<file path="config.mk">
export PLATFORM = sky130hd
export DESIGN_NAME = systolic_array_flat
export DESIGN_NICKNAME = d
export VERILOG_FILES = /design/src/rtl/systolic_array_if.sv /design/src/rtl/systolic_array.sv /design/src/flat_wrapper.sv
export SDC_FILE = /design/constraint.sdc
export NUM_CORES = 2
export LEC_CHECK = 0
export CORE_MARGIN = 3
export CORE_UTILIZATION = 35
export DETAILED_ROUTE_END_ITERATION = 10
export SYNTH_ARGS = -nofsm -noshare
export SYNTH_HDL_FRONTEND = slang
export SYNTH_SLANG_ARGS = --single-unit
</file>
<file path="constraint.sdc">
create_clock -name clk -period 13.9 [get_ports clk]
set_input_delay 2.78 -clock clk [delete_from_list [all_inputs] [get_ports clk]]
set_output_delay 2.78 -clock clk [all_outputs]
set_load 0.005 [all_outputs]
</file>
<file path="src/rtl/systolic_array_if.sv">
// systolic_array_if: operand/result bundle for the systolic matrix-multiply core.
//   a_in[i] / valid_a[i] : row i operand entering the left edge
//   b_in[j] / valid_b[j] : column j operand entering the top edge
//   out[i][j]            : accumulator of PE[i][j]
// master: the feeder/readout side; slave: the array itself.
interface systolic_array_if #(
  parameter int SIZE      = 3,
  parameter int IN_WIDTH  = 8,
  parameter int OUT_WIDTH = 32
);
  logic [SIZE-1:0][IN_WIDTH-1:0]             a_in;
  logic [SIZE-1:0]                           valid_a;
  logic [SIZE-1:0][IN_WIDTH-1:0]             b_in;
  logic [SIZE-1:0]                           valid_b;
  logic [SIZE-1:0][SIZE-1:0][OUT_WIDTH-1:0]  out;

  modport master (output a_in, valid_a, b_in, valid_b, input out);
  modport slave  (input a_in, valid_a, b_in, valid_b, output out);
endinterface

</file>
<file path="src/rtl/systolic_array.sv">
// systolic_array: output-stationary SIZE x SIZE unsigned MAC array.
// Rows of A enter from the left, columns of B from the top, both pre-skewed
// by the caller. Each PE accumulates its C element in place; accumulators
// are only cleared by reset.
// Ports:
//   clk   : sole clock, rising edge
//   reset : asynchronous active-low reset, clears accumulators and pipelines
//   bus   : systolic_array_if slave (operands in, accumulators out)
module systolic_array #(
  parameter int SIZE      = 3,
  parameter int IN_WIDTH  = 8,
  parameter int OUT_WIDTH = 32
) (
  input  logic              clk,
  input  logic              reset,
  systolic_array_if.slave   bus
);

  // a_fwd[i][j] is the registered a-output of PE[i][j], consumed by PE[i][j+1];
  // b_fwd[i][j] is the registered b-output of PE[i][j], consumed by PE[i+1][j].
  logic [SIZE-1:0][SIZE-2:0][IN_WIDTH-1:0] a_fwd;
  logic [SIZE-1:0][SIZE-2:0]               va_fwd;
  logic [SIZE-2:0][SIZE-1:0][IN_WIDTH-1:0] b_fwd;
  logic [SIZE-2:0][SIZE-1:0]               vb_fwd;

  for (genvar gi = 0; gi < SIZE; gi++) begin : g_row
    for (genvar gj = 0; gj < SIZE; gj++) begin : g_col
      logic [IN_WIDTH-1:0]   a_pe;
      logic [IN_WIDTH-1:0]   b_pe;
      logic                  va_pe;
      logic                  vb_pe;
      logic [2*IN_WIDTH-1:0] prod;
      logic [OUT_WIDTH-1:0]  acc;

      if (gj == 0) begin : g_a_edge
        assign a_pe  = bus.a_in[gi];
        assign va_pe = bus.valid_a[gi];
      end else begin : g_a_int
        assign a_pe  = a_fwd[gi][gj-1];
        assign va_pe = va_fwd[gi][gj-1];
      end

      if (gi == 0) begin : g_b_edge
        assign b_pe  = bus.b_in[gj];
        assign vb_pe = bus.valid_b[gj];
      end else begin : g_b_int
        assign b_pe  = b_fwd[gi-1][gj];
        assign vb_pe = vb_fwd[gi-1][gj];
      end

      // Full-width unsigned product; the accumulate wraps modulo 2^OUT_WIDTH.
      assign prod = {{IN_WIDTH{1'b0}}, a_pe} * {{IN_WIDTH{1'b0}}, b_pe};

      always_ff @(posedge clk or negedge reset) begin
        if (!reset) begin
          acc <= '0;
        end else if (va_pe && vb_pe) begin
          acc <= acc + OUT_WIDTH'(prod);
        end
      end

      assign bus.out[gi][gj] = acc;

      // Forwarding registers load every cycle regardless of valids. The
      // right-most column and bottom row have no downstream consumer, so
      // their outgoing registers are not built.
      if (gj < SIZE-1) begin : g_a_fwd
        logic [IN_WIDTH-1:0] a_q;
        logic                va_q;
        always_ff @(posedge clk or negedge reset) begin
          if (!reset) begin
            a_q  <= '0;
            va_q <= 1'b0;
          end else begin
            a_q  <= a_pe;
            va_q <= va_pe;
          end
        end
        assign a_fwd[gi][gj]  = a_q;
        assign va_fwd[gi][gj] = va_q;
      end

      if (gi < SIZE-1) begin : g_b_fwd
        logic [IN_WIDTH-1:0] b_q;
        logic                vb_q;
        always_ff @(posedge clk or negedge reset) begin
          if (!reset) begin
            b_q  <= '0;
            vb_q <= 1'b0;
          end else begin
            b_q  <= b_pe;
            vb_q <= vb_pe;
          end
        end
        assign b_fwd[gi][gj]  = b_q;
        assign vb_fwd[gi][gj] = vb_q;
      end
    end
  end

endmodule

</file>
<file path="src/flat_wrapper.sv">
// flat-port wrapper written by rule: the top's interface ports become plain ports
module systolic_array_flat 
#(
  parameter int SIZE      = 3,
  parameter int IN_WIDTH  = 8,
  parameter int OUT_WIDTH = 32
)
  (clk, reset, bus_a_in, bus_valid_a, bus_b_in, bus_valid_b, bus_out);
  systolic_array_if #(.SIZE(SIZE), .IN_WIDTH(IN_WIDTH), .OUT_WIDTH(OUT_WIDTH)) bus_i ();
  input  logic clk;
  input  logic reset;
  input wire logic [$bits(bus_i.a_in)-1:0] bus_a_in;
  input wire logic [$bits(bus_i.valid_a)-1:0] bus_valid_a;
  input wire logic [$bits(bus_i.b_in)-1:0] bus_b_in;
  input wire logic [$bits(bus_i.valid_b)-1:0] bus_valid_b;
  output wire logic [$bits(bus_i.out)-1:0] bus_out;
  assign bus_i.a_in = bus_a_in;
  assign bus_i.valid_a = bus_valid_a;
  assign bus_i.b_in = bus_b_in;
  assign bus_i.valid_b = bus_valid_b;
  assign bus_out = bus_i.out;
  systolic_array #(.SIZE(SIZE), .IN_WIDTH(IN_WIDTH), .OUT_WIDTH(OUT_WIDTH)) u_core (.clk(clk), .reset(reset), .bus(bus_i));
endmodule
</file>
Word-level counts from Yosys, hierarchy flattened
Cells that the tools add are included.
- memories: 0
- bits of input ports: 56
- RAM bits: 0
- output and inout port bits: 288
- bits in registers: 396
- word-level logic and storage cells: 60
- latch bits: 0
- bits in read-only memories: 0
- shift-type cells: 0
- order comparisons: 0
- reduce and logical (&&, ||, !) cells: 9
- div/mod/pow operators: 0
- $mul: 9
- mux-type cells: 0
- bitwise operators: 0
- $add $sub $neg: 9
- equality and inequality tests: 0
- operator list (cell ; count):
    adder 32 x 16 -> 32 bit ; 9
    multiplier 8 x 8 -> 16 bit ; 9
    logical AND 1 bit ; 9

Longest topological paths before layout
- depth in word-level cells: 2
- gate-level depth with buffers: 21
- depth with buffers taken out: 19

Least setup slack after synthesis
No wires, ideal clock.
- path kind: input -> register
- start: input bus_b_in[0]
- end: register u_core.g_row[0].g_col[0].acc[20]
- cell stages on the path: 18
- slack: 6.880 ns
- buffers on the path: 1
- setup time: 0.132 ns
- arrival: 6.888 ns
- required time: 13.768 ns
- cell sequence: clkbuf_1 > nand2_1 > fa_1 > inv_1 > fa_1 > inv_1 > fa_1 > fa_1 > inv_1 > ha_1 > a21o_1 > a21oi_1 > nand3_1 > a211oi_1 > o21ai_0 > o21ai_1 > nor3_1 > xor2_1
- word-level cells in the longest chain between the ends: 2
- RTL lines (what ; RTL line ; text):
    start: declaration ; flat_wrapper.sv:14 ; input wire logic [$bits(bus_i.b_in)-1:0] bus_b_in;
    multiplier 8 x 8 -> 16 bit ; systolic_array.sv:52 ; assign prod = {{IN_WIDTH{1'b0}}, a_pe} * {{IN_WIDTH{1'b0}}, b_pe};
    adder 32 x 16 -> 32 bit ; systolic_array.sv:58 ; acc <= acc + OUT_WIDTH'(prod);
    end signal: assignment ; systolic_array.sv:58 ;
    end: declaration ; systolic_array.sv:33 ; logic [OUT_WIDTH-1:0] acc;
No other way between the ends.
A chain may end at the register's enable or synchronous reset.

Final worst setup path
- start: input bus_a_in[22]
- end: register u_core.g_row[2].g_col[0].acc[18]
- word-level cells in the longest chain between the ends: 2
- RTL lines (what ; RTL line ; text):
    start: declaration ; flat_wrapper.sv:12 ; input wire logic [$bits(bus_i.a_in)-1:0] bus_a_in;
    multiplier 8 x 8 -> 16 bit ; systolic_array.sv:52 ;
    adder 32 x 16 -> 32 bit ; systolic_array.sv:58 ;
    end signal: assignment ; systolic_array.sv:58 ;
    end: declaration ; systolic_array.sv:33 ;
No other way between the ends.

==> key figures <==
Yosys
  • Top-count cell post-synth: inv_1
  • Library cells used by synthesis: 68
  • Mean area per synthesized cell: 9.49 sq um
  • Synth Flop Type: dfrtp_1
  • Synth Cell Area: 37700 sq um
  • Post-synth top area share: 0.263
  • Synth area leader: dfrtp_1
  • Post-synth top cells: 867 x inv_1, 504 x nand2_1, 450 x fa_1
  • Synth warn: 0
  • Synth Register Bits: approximately 400
  • Fraction of registers with async set/reset: 1.00
  • Number of synthesized flops with an enable pin: 0
  • Post-Syn Nets: 4845
  • Cell count after synthesis: 3970
  • Seq/Total Area, Yosys: 0.263
  • Synth top area cells: dfrtp_1 26%, fa_1 24%, ha_1 12%

Clock tree
  • Clock-pin slew on the worst setup and hold paths: 60 ps
  • CTS Sinks: ~400
  • H-Tree Depth: 2
  • CTS root buf: clkbuf_16
  • CTS buffer count: 57
  • CTS tree: yes
  • Hold buffers post-CTS: 0
  • Cts repair resizes: 0
  • Clock latency at the later pin of the worst-skew pair: 650 ps
  • Setup Buffers After CTS: 0
  • Clk buf depth: 3

Global route
  • Vias in the first global route: ~29000
  • Met3 Use GR: 0.0420
  • M1 GR Usage: 0.228
  • Largest net degree at the start of global routing: between 100 and 150
  • All-Layer GR Usage: 0.178
  • Global-route wire length before repair: around 160000 um
  • Met2 usage: 0.305
  • Most Crowded Layer GR: met2
  • Initial antenna violation count: 5
  • Grt ovf: 0

Floorplan
  • Site row count: between 100 and 150
  • Die area: 112000 sq um
  • Die height: 334 um
  • Top Ports: between 300 and 400
  • Initial core utilization: 0.355
  • Die W: 334 um
  • Core box area: 106000 sq um

Status
  • Status: finished, final reports clean

Timing
  • Setup-failing EPs final: 0
  • Slew Limit Headroom: 0.292
  • Final Hold Vio Count: 0
  • Worst slew pin tran: 1060 ps
  • Slew Viols, Final: 0
  • Highest clock rate: 134 MHz
  • Clock skew: 27.1 ps
  • Setup TNS: 0 ps
  • RSZ-0062 raised after global routing: no
  • Fin crit share: 0.538
  • Final min period: about 7500 ps
  • Worst hold slack: 470 ps

Job
  • Number of max-cap violations: 0

Worst setup path
  • Worst setup SP type: input pin
  • Buffers & Inverters on Critical Path: 4
  • CP max-delay cell: clkdlybuf4s50_1
  • Critical path peak fanout: 9
  • Cell mode on critical path: fa_1
  • Crit path DAT: 8010 ps
  • Max incr delay on CP: slightly above 700 ps
  • Worst Path Required: 14430 ps
  • Cell Chain, Critical Path: clkdlybuf4s50_1 > nand2_1 > fa_1 > inv_1 > fa_1 > fa_1 > inv_1 > fa_1 > inv_1 > ha_1 > a2111oi_0 > o21ai_1 > a41oi_1 > o21ai_1 > a21oi_2 > nor2_1 > xor2_1
  • Setup Crit Path Kind: input pin to register
  • CP Capture Type: register
  • CP delay by family, top: adder cells

Layout
  • Share of cells above drive strength 1: 0.0332
  • P&R area growth vs syn: 18.9%
  • Layout Nets: 5201
  • Final Core Density: 0.423

Route
  • WL/cell: between 15 and 20 um
  • Via count: 27200
  • Vias per std cell: 4.72
  • Router iterations before antenna repair: 5
  • Antenna viol nets, final: 0
  • Final wirelength: 96400 um
  • Starting DRC count in detailed routing: 1198
  • DR DRC count: 0

Placement
  • DP Wirelength: 76800 um
  • Placer Congestion: 0.837
  • Port bufs: around 340

Min path
  • Hold/Removal Path Class: register to register

Power
  • Max VDD drop: 0.143 mV
  • Leakage: between 20 and 25 nW
  • Power Density: around 230 nW/um^2
## metrics by stage
| stage | instances | total power (W) | setup slack (ps) | area (sq um) |
|---|---|---|---|---|
| after floorplan | 3970 | 0.00676 | 6880 | 37700 |
| after global routing | 5764 | 0.0115 | 6070 | 44800 |
| final | 5766 | 0.0103 | 6420 | 44800 |
| after CTS | 5763 | 0.0104 | 6510 | 44800 |
| after detailed placement | 5658 | 0.00868 | 5800 | 42700 |
| after global placement | 5658 | 0.00857 | 5840 | 42700 |
## cells in the final DEF, fill, tap and decap left out, drive strengths merged, types with 57 or more instances in the layout
master | synthesis | layout
a21o | 62 | 62
a21oi | 77 | 77
and2 | 327 | 327
clkbuf | 51 | 80
clkdlybuf4s50 | 0 | 342
dfrtp | 396 | 396
fa | 450 | 450
ha | 369 | 369
inv | 867 | 867
nand2 | 504 | 504
nand3 | 57 | 57
nor2 | 75 | 75
o21ai | 189 | 189
xnor2 | 111 | 111
xor2 | 108 | 108
## metal layers
layer  routed length [um]  vias to the layer above
met3                 5820                      109
met2                46900                      463
met5                   27                        -
met4                 1860                        4
met1                41800                    13600
li1                     -                    13100
## cell families after synthesis
logic type,count (synthesis),synth area share
muxes,23,0.00688
AOI/OAI and AO/OA,458,0.0776
and+or+nand+nor,1135,0.148
adders and majority gates,819,0.362
buffers and inverters,920,0.0917
DFF,396,0.263
xor gates and xnor gates,219,0.0509
## where the power goes
part / internal, W / switching (W)
combinational: 0.00311 / 0.00382
sequential: 0.00142 / 0.000289
clock: 0.00102 / 0.000598
total: 0.00555 / 0.00471
## area by class of cell
cell class              instances  area, sq um
inverters                     867         3250
repair buffers                350         3500
clock inverters                25          417
multi-input cells            2654        24300
well taps                    1391         1740
clock buffers                  80         1660
fillers                     10300        61200
flip-flops and latches        396         9910
diodes                          3         7.51
## worst reg2reg max path, delay by kind of cell (launching register included)
kind / cells / cell delay [ps]
adders and majority gates: 5 / 2350
AOI/OAI and AO/OA: 5 / 1600
xor gates and xnor gates: 1 / 180
and+or+nand+nor: 2 / 240
buffers and inverters: 3 / 150
DFF: 1 / 630
## registers in the layout (all words and copies together) (netlist names)
name and cells:
u_core.g_row.g_col.g_a_fwd.a_q 48, u_core.g_row.g_col.acc 288, u_core.g_row.g_col.g_a_fwd.va_q 6, u_core.g_row.g_col.g_b_fwd.b_q 48, u_core.g_row.g_col.g_b_fwd.vb_q 6
## worst paths after layout
check                                                   startpoint                               endpoint  slack, ps  cells after the start
setup reg to reg           u_core.g_row[1].g_col[0].g_b_fwd.b_q[2]       u_core.g_row[2].g_col[0].acc[18]       8620                     16
max in group asynchronous                                    reset       u_core.g_row[1].g_col[0].acc[18]       9640                      3
hold / removal               u_core.g_row[0].g_col[0].g_b_fwd.vb_q  u_core.g_row[1].g_col[0].g_b_fwd.vb_q        470                      0
setup / recovery                                      bus_a_in[22]       u_core.g_row[2].g_col[0].acc[18]       6420                     17
min in group asynchronous                                    reset       u_core.g_row[1].g_col[2].acc[23]       2100                      1
hold reg to reg              u_core.g_row[0].g_col[0].g_b_fwd.vb_q  u_core.g_row[1].g_col[0].g_b_fwd.vb_q        470                      0
Power figures use the tool's default switching activity.
